`src/rtl/regfile_8x16_pkg.sv`:
```
// Shared sizing for the 8 x 16 register file and its helpers.
package regfile_8x16_pkg;

    localparam int DATA_SIZE_DEF = 16;
    localparam int ADDR_SIZE_DEF = 3;
    localparam int NUM_REGS      = 8;

    typedef logic [ADDR_SIZE_DEF-1:0] reg_addr_t;
    typedef logic [NUM_REGS-1:0]      reg_sel_t;

    // One-hot select for a register address.
    function automatic reg_sel_t addr_to_onehot(input reg_addr_t addr);
        reg_sel_t sel;
        sel       = '0;
        sel[addr] = 1'b1;
        return sel;
    endfunction

endpackage

```
`src/rtl/regfile_8x16_if.sv`:
```
// Register-file access bus: two read addresses, one write port, two read results.
interface regfile_8x16_if
    import regfile_8x16_pkg::*;
#(
    parameter int DATA_SIZE = DATA_SIZE_DEF,
    parameter int ADDR_SIZE = ADDR_SIZE_DEF
);

    logic [ADDR_SIZE-1:0] SR1;
    logic [ADDR_SIZE-1:0] SR2;
    logic [ADDR_SIZE-1:0] DR;
    logic [DATA_SIZE-1:0] DR_IN;
    logic                 LD;
    logic [DATA_SIZE-1:0] SR1_OUT;
    logic [DATA_SIZE-1:0] SR2_OUT;

    modport master (
        output SR1, SR2, DR, DR_IN, LD,
        input  SR1_OUT, SR2_OUT
    );

    modport slave (
        input  SR1, SR2, DR, DR_IN, LD,
        output SR1_OUT, SR2_OUT
    );

endinterface

```
`src/rtl/regfile_8x16_leaf.sv`:
```
// Leaf cells of the register file: storage register, write decoder, read mux.

module register_16
    import regfile_8x16_pkg::*;
#(
    parameter int DATA_SIZE = DATA_SIZE_DEF
) (
    input  logic                 clk,
    input  logic                 rst_n,
    input  logic                 LD,
    input  logic [DATA_SIZE-1:0] DATA_IN,
    output logic [DATA_SIZE-1:0] DATA_OUT
);

    // Clear on reset, otherwise load when enabled and hold when not.
    always_ff @(posedge clk) begin
        if (!rst_n) begin
            DATA_OUT <= '0;
        end else if (LD) begin
            DATA_OUT <= DATA_IN;
        end
    end

endmodule

module decoder_3to8
    import regfile_8x16_pkg::*;
(
    input  reg_addr_t A,
    output reg_sel_t  Y
);

    // Exactly one output bit high for every input code.
    always_comb begin
        Y = addr_to_onehot(A);
    end

endmodule

module mux16_8to1
    import regfile_8x16_pkg::*;
#(
    parameter int DATA_SIZE = DATA_SIZE_DEF
) (
    input  logic [DATA_SIZE-1:0] D [NUM_REGS],
    input  reg_addr_t            SEL,
    output logic [DATA_SIZE-1:0] Y
);

    // Every select code maps to a register, so there is no default case to cover.
    always_comb begin
        Y = D[SEL];
    end

endmodule

```
`src/rtl/regfile_8x16.sv`:
```
// Eight-entry register file with two registered read ports and one write port.
// A cycle is either a write (LD=1) or a read (LD=0), never both, so the read
// results simply hold through writes and no write-to-read bypass is needed.
module regfile_8x16
    import regfile_8x16_pkg::*;
#(
    parameter int DATA_SIZE = DATA_SIZE_DEF,
    parameter int ADDR_SIZE = ADDR_SIZE_DEF
) (
    input  logic          clk,
    input  logic          rst_n,
    regfile_8x16_if.slave bus
);

    reg_sel_t             dec_sel;
    reg_sel_t             reg_we;
    logic [DATA_SIZE-1:0] reg_q [NUM_REGS];
    logic [DATA_SIZE-1:0] rd1_data;
    logic [DATA_SIZE-1:0] rd2_data;
    logic                 rd_load;

    decoder_3to8 u_wr_dec (
        .A (reg_addr_t'(bus.DR)),
        .Y (dec_sel)
    );

    // Gate the one-hot decode with LD so at most one register loads per cycle.
    always_comb begin
        reg_we  = dec_sel & {NUM_REGS{bus.LD}};
        rd_load = !bus.LD;
    end

    for (genvar k = 0; k < NUM_REGS; k++) begin : g_reg
        register_16 #(.DATA_SIZE(DATA_SIZE)) u_reg (
            .clk      (clk),
            .rst_n    (rst_n),
            .LD       (reg_we[k]),
            .DATA_IN  (bus.DR_IN),
            .DATA_OUT (reg_q[k])
        );
    end

    mux16_8to1 #(.DATA_SIZE(DATA_SIZE)) u_rd1_mux (
        .D   (reg_q),
        .SEL (reg_addr_t'(bus.SR1)),
        .Y   (rd1_data)
    );

    mux16_8to1 #(.DATA_SIZE(DATA_SIZE)) u_rd2_mux (
        .D   (reg_q),
        .SEL (reg_addr_t'(bus.SR2)),
        .Y   (rd2_data)
    );

    register_16 #(.DATA_SIZE(DATA_SIZE)) u_sr1_out (
        .clk      (clk),
        .rst_n    (rst_n),
        .LD       (rd_load),
        .DATA_IN  (rd1_data),
        .DATA_OUT (bus.SR1_OUT)
    );

    register_16 #(.DATA_SIZE(DATA_SIZE)) u_sr2_out (
        .clk      (clk),
        .rst_n    (rst_n),
        .LD       (rd_load),
        .DATA_IN  (rd2_data),
        .DATA_OUT (bus.SR2_OUT)
    );

endmodule

```
`src/flat_wrapper.sv`:
```
// flat-port wrapper written by rule: the top's interface ports become plain ports
module regfile_8x16_flat import regfile_8x16_pkg::*;
#(
    parameter int DATA_SIZE = DATA_SIZE_DEF,
    parameter int ADDR_SIZE = ADDR_SIZE_DEF
)
  (clk, rst_n, bus_SR1, bus_SR2, bus_DR, bus_DR_IN, bus_LD, bus_SR1_OUT, bus_SR2_OUT);
  regfile_8x16_if #(.DATA_SIZE(DATA_SIZE), .ADDR_SIZE(ADDR_SIZE)) bus_i ();
  input  logic clk;
  input  logic rst_n;
  input wire logic [$bits(bus_i.SR1)-1:0] bus_SR1;
  input wire logic [$bits(bus_i.SR2)-1:0] bus_SR2;
  input wire logic [$bits(bus_i.DR)-1:0] bus_DR;
  input wire logic [$bits(bus_i.DR_IN)-1:0] bus_DR_IN;
  input wire logic [$bits(bus_i.LD)-1:0] bus_LD;
  output wire logic [$bits(bus_i.SR1_OUT)-1:0] bus_SR1_OUT;
  output wire logic [$bits(bus_i.SR2_OUT)-1:0] bus_SR2_OUT;
  assign bus_i.SR1 = bus_SR1;
  assign bus_i.SR2 = bus_SR2;
  assign bus_i.DR = bus_DR;
  assign bus_i.DR_IN = bus_DR_IN;
  assign bus_i.LD = bus_LD;
  assign bus_SR1_OUT = bus_i.SR1_OUT;
  assign bus_SR2_OUT = bus_i.SR2_OUT;
  regfile_8x16 #(.DATA_SIZE(DATA_SIZE), .ADDR_SIZE(ADDR_SIZE)) u_core (.clk(clk), .rst_n(rst_n), .bus(bus_i));
endmodule
```
`config.mk`:
```
export PLATFORM = sky130hd
export DESIGN_NAME = regfile_8x16_flat
export DESIGN_NICKNAME = d
export VERILOG_FILES = /design/src/rtl/regfile_8x16_pkg.sv /design/src/rtl/regfile_8x16_if.sv /design/src/rtl/regfile_8x16_leaf.sv /design/src/rtl/regfile_8x16.sv /design/src/flat_wrapper.sv
export SDC_FILE = /design/constraint.sdc
export NUM_CORES = 1
export LEC_CHECK = 0
export BUFFER_PORTS_ARGS = -buffer_cell sky130_fd_sc_hd__buf_2
export CORE_MARGIN = 2
export CORE_UTILIZATION = 43
export CTS_BUF_LIST = sky130_fd_sc_hd__clkbuf_4 sky130_fd_sc_hd__clkbuf_8
export DETAILED_ROUTE_END_ITERATION = 10
export GPL_ROUTABILITY_DRIVEN = 0
export SYNTH_ARGS = -nofsm -noshare
export SYNTH_HDL_FRONTEND = slang
export SYNTH_SLANG_ARGS = --single-unit
```
`constraint.sdc`:
```
create_clock -name clk -period 1.4 [get_ports clk]
set_clock_uncertainty 0.1 [all_clocks]
set_input_delay 0.07 -clock clk [delete_from_list [all_inputs] [get_ports clk]]
set_output_delay 0.07 -clock clk [all_outputs]
set_load 0.02 [all_outputs]
```
==> reports/results.tsv, run 1 <==
metric	value	unit
Net Sw Power	2.63	mW
TritonCTS clock tree	yes	
Simple-Gate Fraction of Synth Area	0.158	
CP peak stage delay	0.43	ns
worst path arrival time	1.10	ns
Port Buf Inserts	59	
CTS Root Cell	clkbuf_8	
Slew headroom	0.796	
Setup TNS	0	ns
worst vdd ir	0.000643	V
post-synthesis compound-gate area fraction	0.214	
leakage power	3.57	nW
Cell Pwr Density	1040	nW/um^2
main combinational cell family by area after synthesis	compound AO/OA/AOI/OAI gates	
Die Span Y	142	um
CP Buf/Inv Count	1	
DRT antenna net count	0	
Vias/cell	5.60	
# rows	50	
largest net degree at the start of global routing	63	
routed vias	7050	
Adder-Cell Fraction of Synth Area	0	
highest-count cells in the layout ignoring fill and taps	nand2_1, dfxtp_1, mux2_2, a21boi_0, buf_2	
drt pass-1 iters	5	
number of synthesized register bits	160	
Syn-to-layout area delta	16.6	%
Max Slew Vio Count	0	
R2R Setup Slk	0.18	ns
M1 wire length	12200	um
Int Power	7.32	mW
total CTS buffers	17	
Antenna diodes	0	
Routed met2 length	11600	um
Tot GR Track Use	0.263	
Setup crit start kind	flop	
CORE AREA	18800	um^2
outcome	finished, final reports clean	
synthesized area per cell	8.62	um^2
drt wl/cell	20.7	um
cell family with most CP delay	flip-flops	
initial antenna violation count	0	
Post-Syn Area	8240	um^2
Power, Total	9.96	mW
leading cell type in the layout, fill and taps excluded	nand2_1	
post-layout min period	1.27	ns
die area	20300	um^2
clock sinks	160	
clock buffer depth	2	
Cell Area, Placed	8950	um^2
worst path cell trace	buf_2	
Finished Layout Cells	1258	
Ys Warns	0	
chip width	142	um
final core utilization	0.512	
Non-Filler Cell Area, Final	9610	um^2
RSZ-0062 raised after global routing	no	
syn_nets	984	
clock power share	0.400	
Final Hold Fails	0	
initial core utilization	0.439	
distinct cell type count after synthesis	26	
Cells after DPL	1207	
crit share post-route	0.908	
fillers	1752	
crit path kind	reg -> out	
combinational power share	0.121	
drt drc	0	
First DRT Iteration DRCs	524	
hold crit path type	in -> reg	
Max-cap violations	0	
highest routed layer	met4	
post-DP HPWL	16300	um
mux contribution to synthesized area	0.175	
vias in the first global route	6685	
Fmax achieved	0.786	GHz
Crit-path slowest cell	dfxtp_1	
share of layout cells above drive strength 1	0.283	
Final Setup Violations	0	
Nets	1039	
Sw Ratio	0.264	
total grt overflow	0	
clk slew on worst S/H paths	0.09	ns
DR WL met3	1910	um
Post-CTS Setup Repair Bufs	0	
DRT Wirelength	26000	um
Clock Latency Late Sink	0.46	ns
Post-Synthesis Cells	956	
H-tree Lvls	4	
post-synthesis sequential area ratio	0.389	
xor/xnor share of the synthesized area	0	
Critical Path RT	1.23	ns
first-pass GRT wire length	40300	um
crit end category	output pin	
Slew @ Worst Pin	0.306	ns
I/O Pins	60	
Seq pwr share	0.479	
CP max FO	2	
[power groups by stage]
stage / combinational, mW / clock, mW / sequential [mW]
CTS: 1.20 / 4.04 / 4.76
detailed placement: 1.15 / 0 / 4.87
floorplan: 0.675 / 0 / 4.89
global placement: 1.14 / 0 / 4.87
global route: 1.29 / 4.24 / 4.78
finish: 1.20 / 3.99 / 4.76
[tightest hold or removal path, stage by stage]
cell,delay (ns)
buf_2,0.12
buf_12,0.18
a21oi_1,0.14
a31oi_1,0.09
[layer usage]
layer,GRT usage,vias to the layer above
li1,-,3406
met1,0.369,3348
met2,0.408,271
met3,0.0585,25
met4,0.0766,0
met5,0,-
[through the flow]
step	hold slack, ns	worst slack, ns
final	0.0788	0.128
after global routing	0.0627	0.0927
after CTS	0.0536	0.0893
after detailed placement	0.302	-0.0447
after global placement	0.296	-0.00854
after floorplan	0.205	0.124
[area by class of cell]
type,count,area (um^2),area share
multi-input cells,696,4500,0.469
flip-flops and latches,160,3200,0.333
repair buffers,135,1140,0.119
well taps,234,293,0.0305
clock buffers,21,289,0.0301
clock inverters,11,178,0.0185
inverters,1,3.75,0.000391
[synthesized netlist by cell type]
master / n / area share
a21oi_1: 32 / 0.019
or4b_1: 1 / 0.0012
mux2_2: 128 / 0.17
nand2_1: 288 / 0.13
a21boi_2: 10 / 0.014
and4_1: 1 / 0.0011
clkbuf_1: 34 / 0.015
a21boi_0: 92 / 0.084
buf_2: 39 / 0.024
nand4_1: 1 / 0.00076
and4bb_2: 3 / 0.0046
nor2_1: 2 / 0.00091
dfxtp_1: 160 / 0.39
inv_1: 1 / 0.00046
buf_6: 3 / 0.0041
a22oi_1: 32 / 0.029
o21ai_0: 32 / 0.019
and2_1: 2 / 0.0015
nor2b_1: 4 / 0.0030
a31oi_1: 32 / 0.024
and4b_1: 3 / 0.0036
nand4bb_1: 3 / 0.0041
a21boi_1: 26 / 0.024
buf_4: 23 / 0.021
nor4b_4: 1 / 0.0029
nand4b_1: 3 / 0.0032
[cell families (layout without fill, tap and decap cells)]
family | after synthesis | count (layout)
multiplexers | 128 | 128
buffers and inverters | 100 | 168
AND/OR/NAND/NOR | 312 | 312
AO/OA/AOI/OAI | 256 | 256
flip-flops | 160 | 160
[state kept, by name, indices dropped and copies added (netlist names)]
name	flops
u_core.u_sr2_out.DATA_OUT	16
u_core.u_sr1_out.DATA_OUT	16
u_core.g.u_reg.DATA_OUT	128
[final timing paths]
kind / startpoint / to / cells after the start
setup / recovery: u_core.u_sr2_out.DATA_OUT[13] / bus_SR2_OUT[13] / 1
hold / removal: bus_LD / u_core.u_sr1_out.DATA_OUT[15] / 4
setup reg to reg: u_core.g_reg[5].u_reg.DATA_OUT[8] / u_core.u_sr1_out.DATA_OUT[8] / 3
hold reg to reg: u_core.g_reg[4].u_reg.DATA_OUT[9] / u_core.g_reg[4].u_reg.DATA_OUT[9] / 2
[repair_timing]
item	4_1_cts	5_1_grt
hold buffers	19	0
resized for setup	0	0
hold endpoints to repair	140	0
endpoints found under the setup margin	0	0
No activity file was read; power rests on OpenSTA's default activity.
==> run 2: changes to the inputs <==
Settings changed: CTS_CLUSTER_DIAMETER set to 30.
Clock period 1.4 ns to 1.3 ns, I/O delays scaled along.
==> run 2 against run 1 <==
Compared with the run above: the run now ends with negative hold slack left; clock-buffer cell count increased by 2; wire length increased by 6.5%; hold slack got worse by 0.11 ns; first-iteration DRC count increased by 30%; total power increased by 1.8%; critical path depth increased by 4; sequential power increased by 8.0%; clock power decreased by 12%; die area unchanged; critical endpoint is now u_core.g_reg[4].u_reg.DATA_OUT[14].
==> reports/results.tsv, run 2 (same netlist as run 1, synthesis figures left out) <==
metric	value	unit
Slew headroom	0.682	
Syn-to-layout area delta	24.5	%
Top reg by flops	u_core.g.u_reg.DATA_OUT	
top flop regs	u_core.g.u_reg.DATA_OUT (128), u_core.u_sr1_out.DATA_OUT (16), u_core.u_sr2_out.DATA_OUT (16)	
drt pass-1 iters	6	
vias in the first global route	7082	
Clock Latency Late Sink	0.46	ns
Vias/cell	5.69	
combinational power share	0.145	
Final Hold Fails	9	
Cell Area, Placed	9150	um^2
Slew @ Worst Pin	0.475	ns
failing checks	negative hold slack	
crit share post-route	0.987	
Max Slew Vio Count	0	
clk slew on worst S/H paths	0.09	ns
Setup crit start kind	input pin	
outcome	finished, violations left	
largest net degree at the start of global routing	58	
die area	20300	um^2
Nets	1112	
total grt overflow	0	
Die Span Y	142	um
post-layout min period	1.28	ns
total CTS buffers	17	
chip width	142	um
first-pass GRT wire length	41500	um
Tot GR Track Use	0.269	
drt wl/cell	20.9	um
I/O Pins	60	
Cell Pwr Density	989	nW/um^2
leading cell type in the layout, fill and taps excluded	nand2_1	
Port Buf Inserts	59	
max reg flops	128	
hold crit path type	in -> reg	
Final Setup Violations	0	
TritonCTS clock tree	yes	
drt drc	0	
initial antenna violation count	0	
worst path arrival time	1.59	ns
CTS Root Cell	clkbuf_8	
CP max FO	8	
clock buffer depth	2	
Int Power	7.39	mW
First DRT Iteration DRCs	683	
Fmax achieved	0.779	GHz
clock power share	0.348	
DRT antenna net count	0	
# rows	50	
Max-cap violations	0	
crit path kind	in -> reg	
Seq pwr share	0.507	
Sw Ratio	0.272	
clock sinks	160	
Antenna diodes	0	
routed vias	7554	
Net Sw Power	2.75	mW
Critical Path RT	1.60	ns
initial core utilization	0.439	
highest-count cells in the layout ignoring fill and taps	nand2_1, dfxtp_1, mux2_2, a21boi_0, buf_4	
CORE AREA	18800	um^2
DRT Wirelength	27700	um
H-tree Lvls	4	
post-DP HPWL	17200	um
leakage power	3.97	nW
Fin Hold WS	-0.0340	ns
crit end category	flop	
share of layout cells above drive strength 1	0.329	
worst vdd ir	0.000701	V
Non-Filler Cell Area, Final	10300	um^2
## run 2: cell count changes in the layout (fill, tap and decap cells not counted), moves of 9 or more
cell           previous run  this run
a21boi_0                 92        82
a21boi_1                 26        35
buf_4                    40        77
dfxtp_1                 160       135
dlygate4sd3_1            19        48
dfxtp_2                   0        25
## run 2: repair_timing
action / in CTS / in global routing
setup buffers: 0 / 20
gates resized for setup: 0 / 64
hold endpoints to repair: 158 / 12
setup endpoints to repair: 0 / 28
hold buffers: 47 / 11
## run 2: final timing paths
path                                           start                            endpoint  slack [ns]  depth (start not counted)
hold reg to reg    u_core.g_reg[4].u_reg.DATA_OUT[9]   u_core.g_reg[4].u_reg.DATA_OUT[9]        0.37                          2
hold / removal                                 rst_n        u_core.u_sr1_out.DATA_OUT[0]       -0.03                          4
setup reg to reg  u_core.g_reg[3].u_reg.DATA_OUT[12]  u_core.g_reg[3].u_reg.DATA_OUT[12]        0.04                          3
setup / recovery                       bus_DR_IN[14]  u_core.g_reg[4].u_reg.DATA_OUT[14]        0.02                          5
## run 2: metal layers
layer | wire [um] | global-route usage | vias up | part of all wire
li1 | - | - | 3541 | -
met1 | 12600 | 0.379 | 3645 | 0.46
met2 | 12400 | 0.420 | 327 | 0.45
met3 | 2090 | 0.0575 | 41 | 0.076
met4 | 607 | 0.0714 | 0 | 0.022
met5 | 0 | 0 | - | 0
## run 2: metrics by stage
step	TNS, ns	power (mW)	util	cells	setup slack [ns]
2_1_floorplan	0	6.00	-	956	0.0291
3_3_place_gp	-3.15	6.53	0.488	1230	-0.218
3_5_place_dp	-3.86	6.54	0.488	1230	-0.217
4_1_cts	0	10.1	0.532	1306	0.0112
5_1_grt	-0.0126	10.5	0.547	1328	-0.0103
6_report	0	10.1	0.547	1328	0.0163
## run 2: layout make-up
class / count / area, um^2
Sequential cell: 160 / 3230
Clock buffer: 23 / 298
Clock inverter: 6 / 60.1
Multi-Input combinational cell: 696 / 4530
Fill cell: 1746 / 8510
Inverter: 1 / 3.75
Tap cell: 234 / 293
Timing Repair Buffer: 208 / 1840
## run 2: power groups by stage
stage | registers, mW | clock network (mW) | logic [mW]
final | 5.14 | 3.53 | 1.47
after global routing | 5.15 | 3.76 | 1.57
after CTS | 5.13 | 3.58 | 1.38
after detailed placement | 5.24 | 0 | 1.29
after global placement | 5.24 | 0 | 1.29
after floorplan | 5.27 | 0 | 0.727
## run 2: critical path: stages
cell	delay [ns]
dlygate4sd3_1	0.55
clkbuf_4	0.21
nand2_1	0.07
a21boi_1	0.12
dlygate4sd3_1	0.57
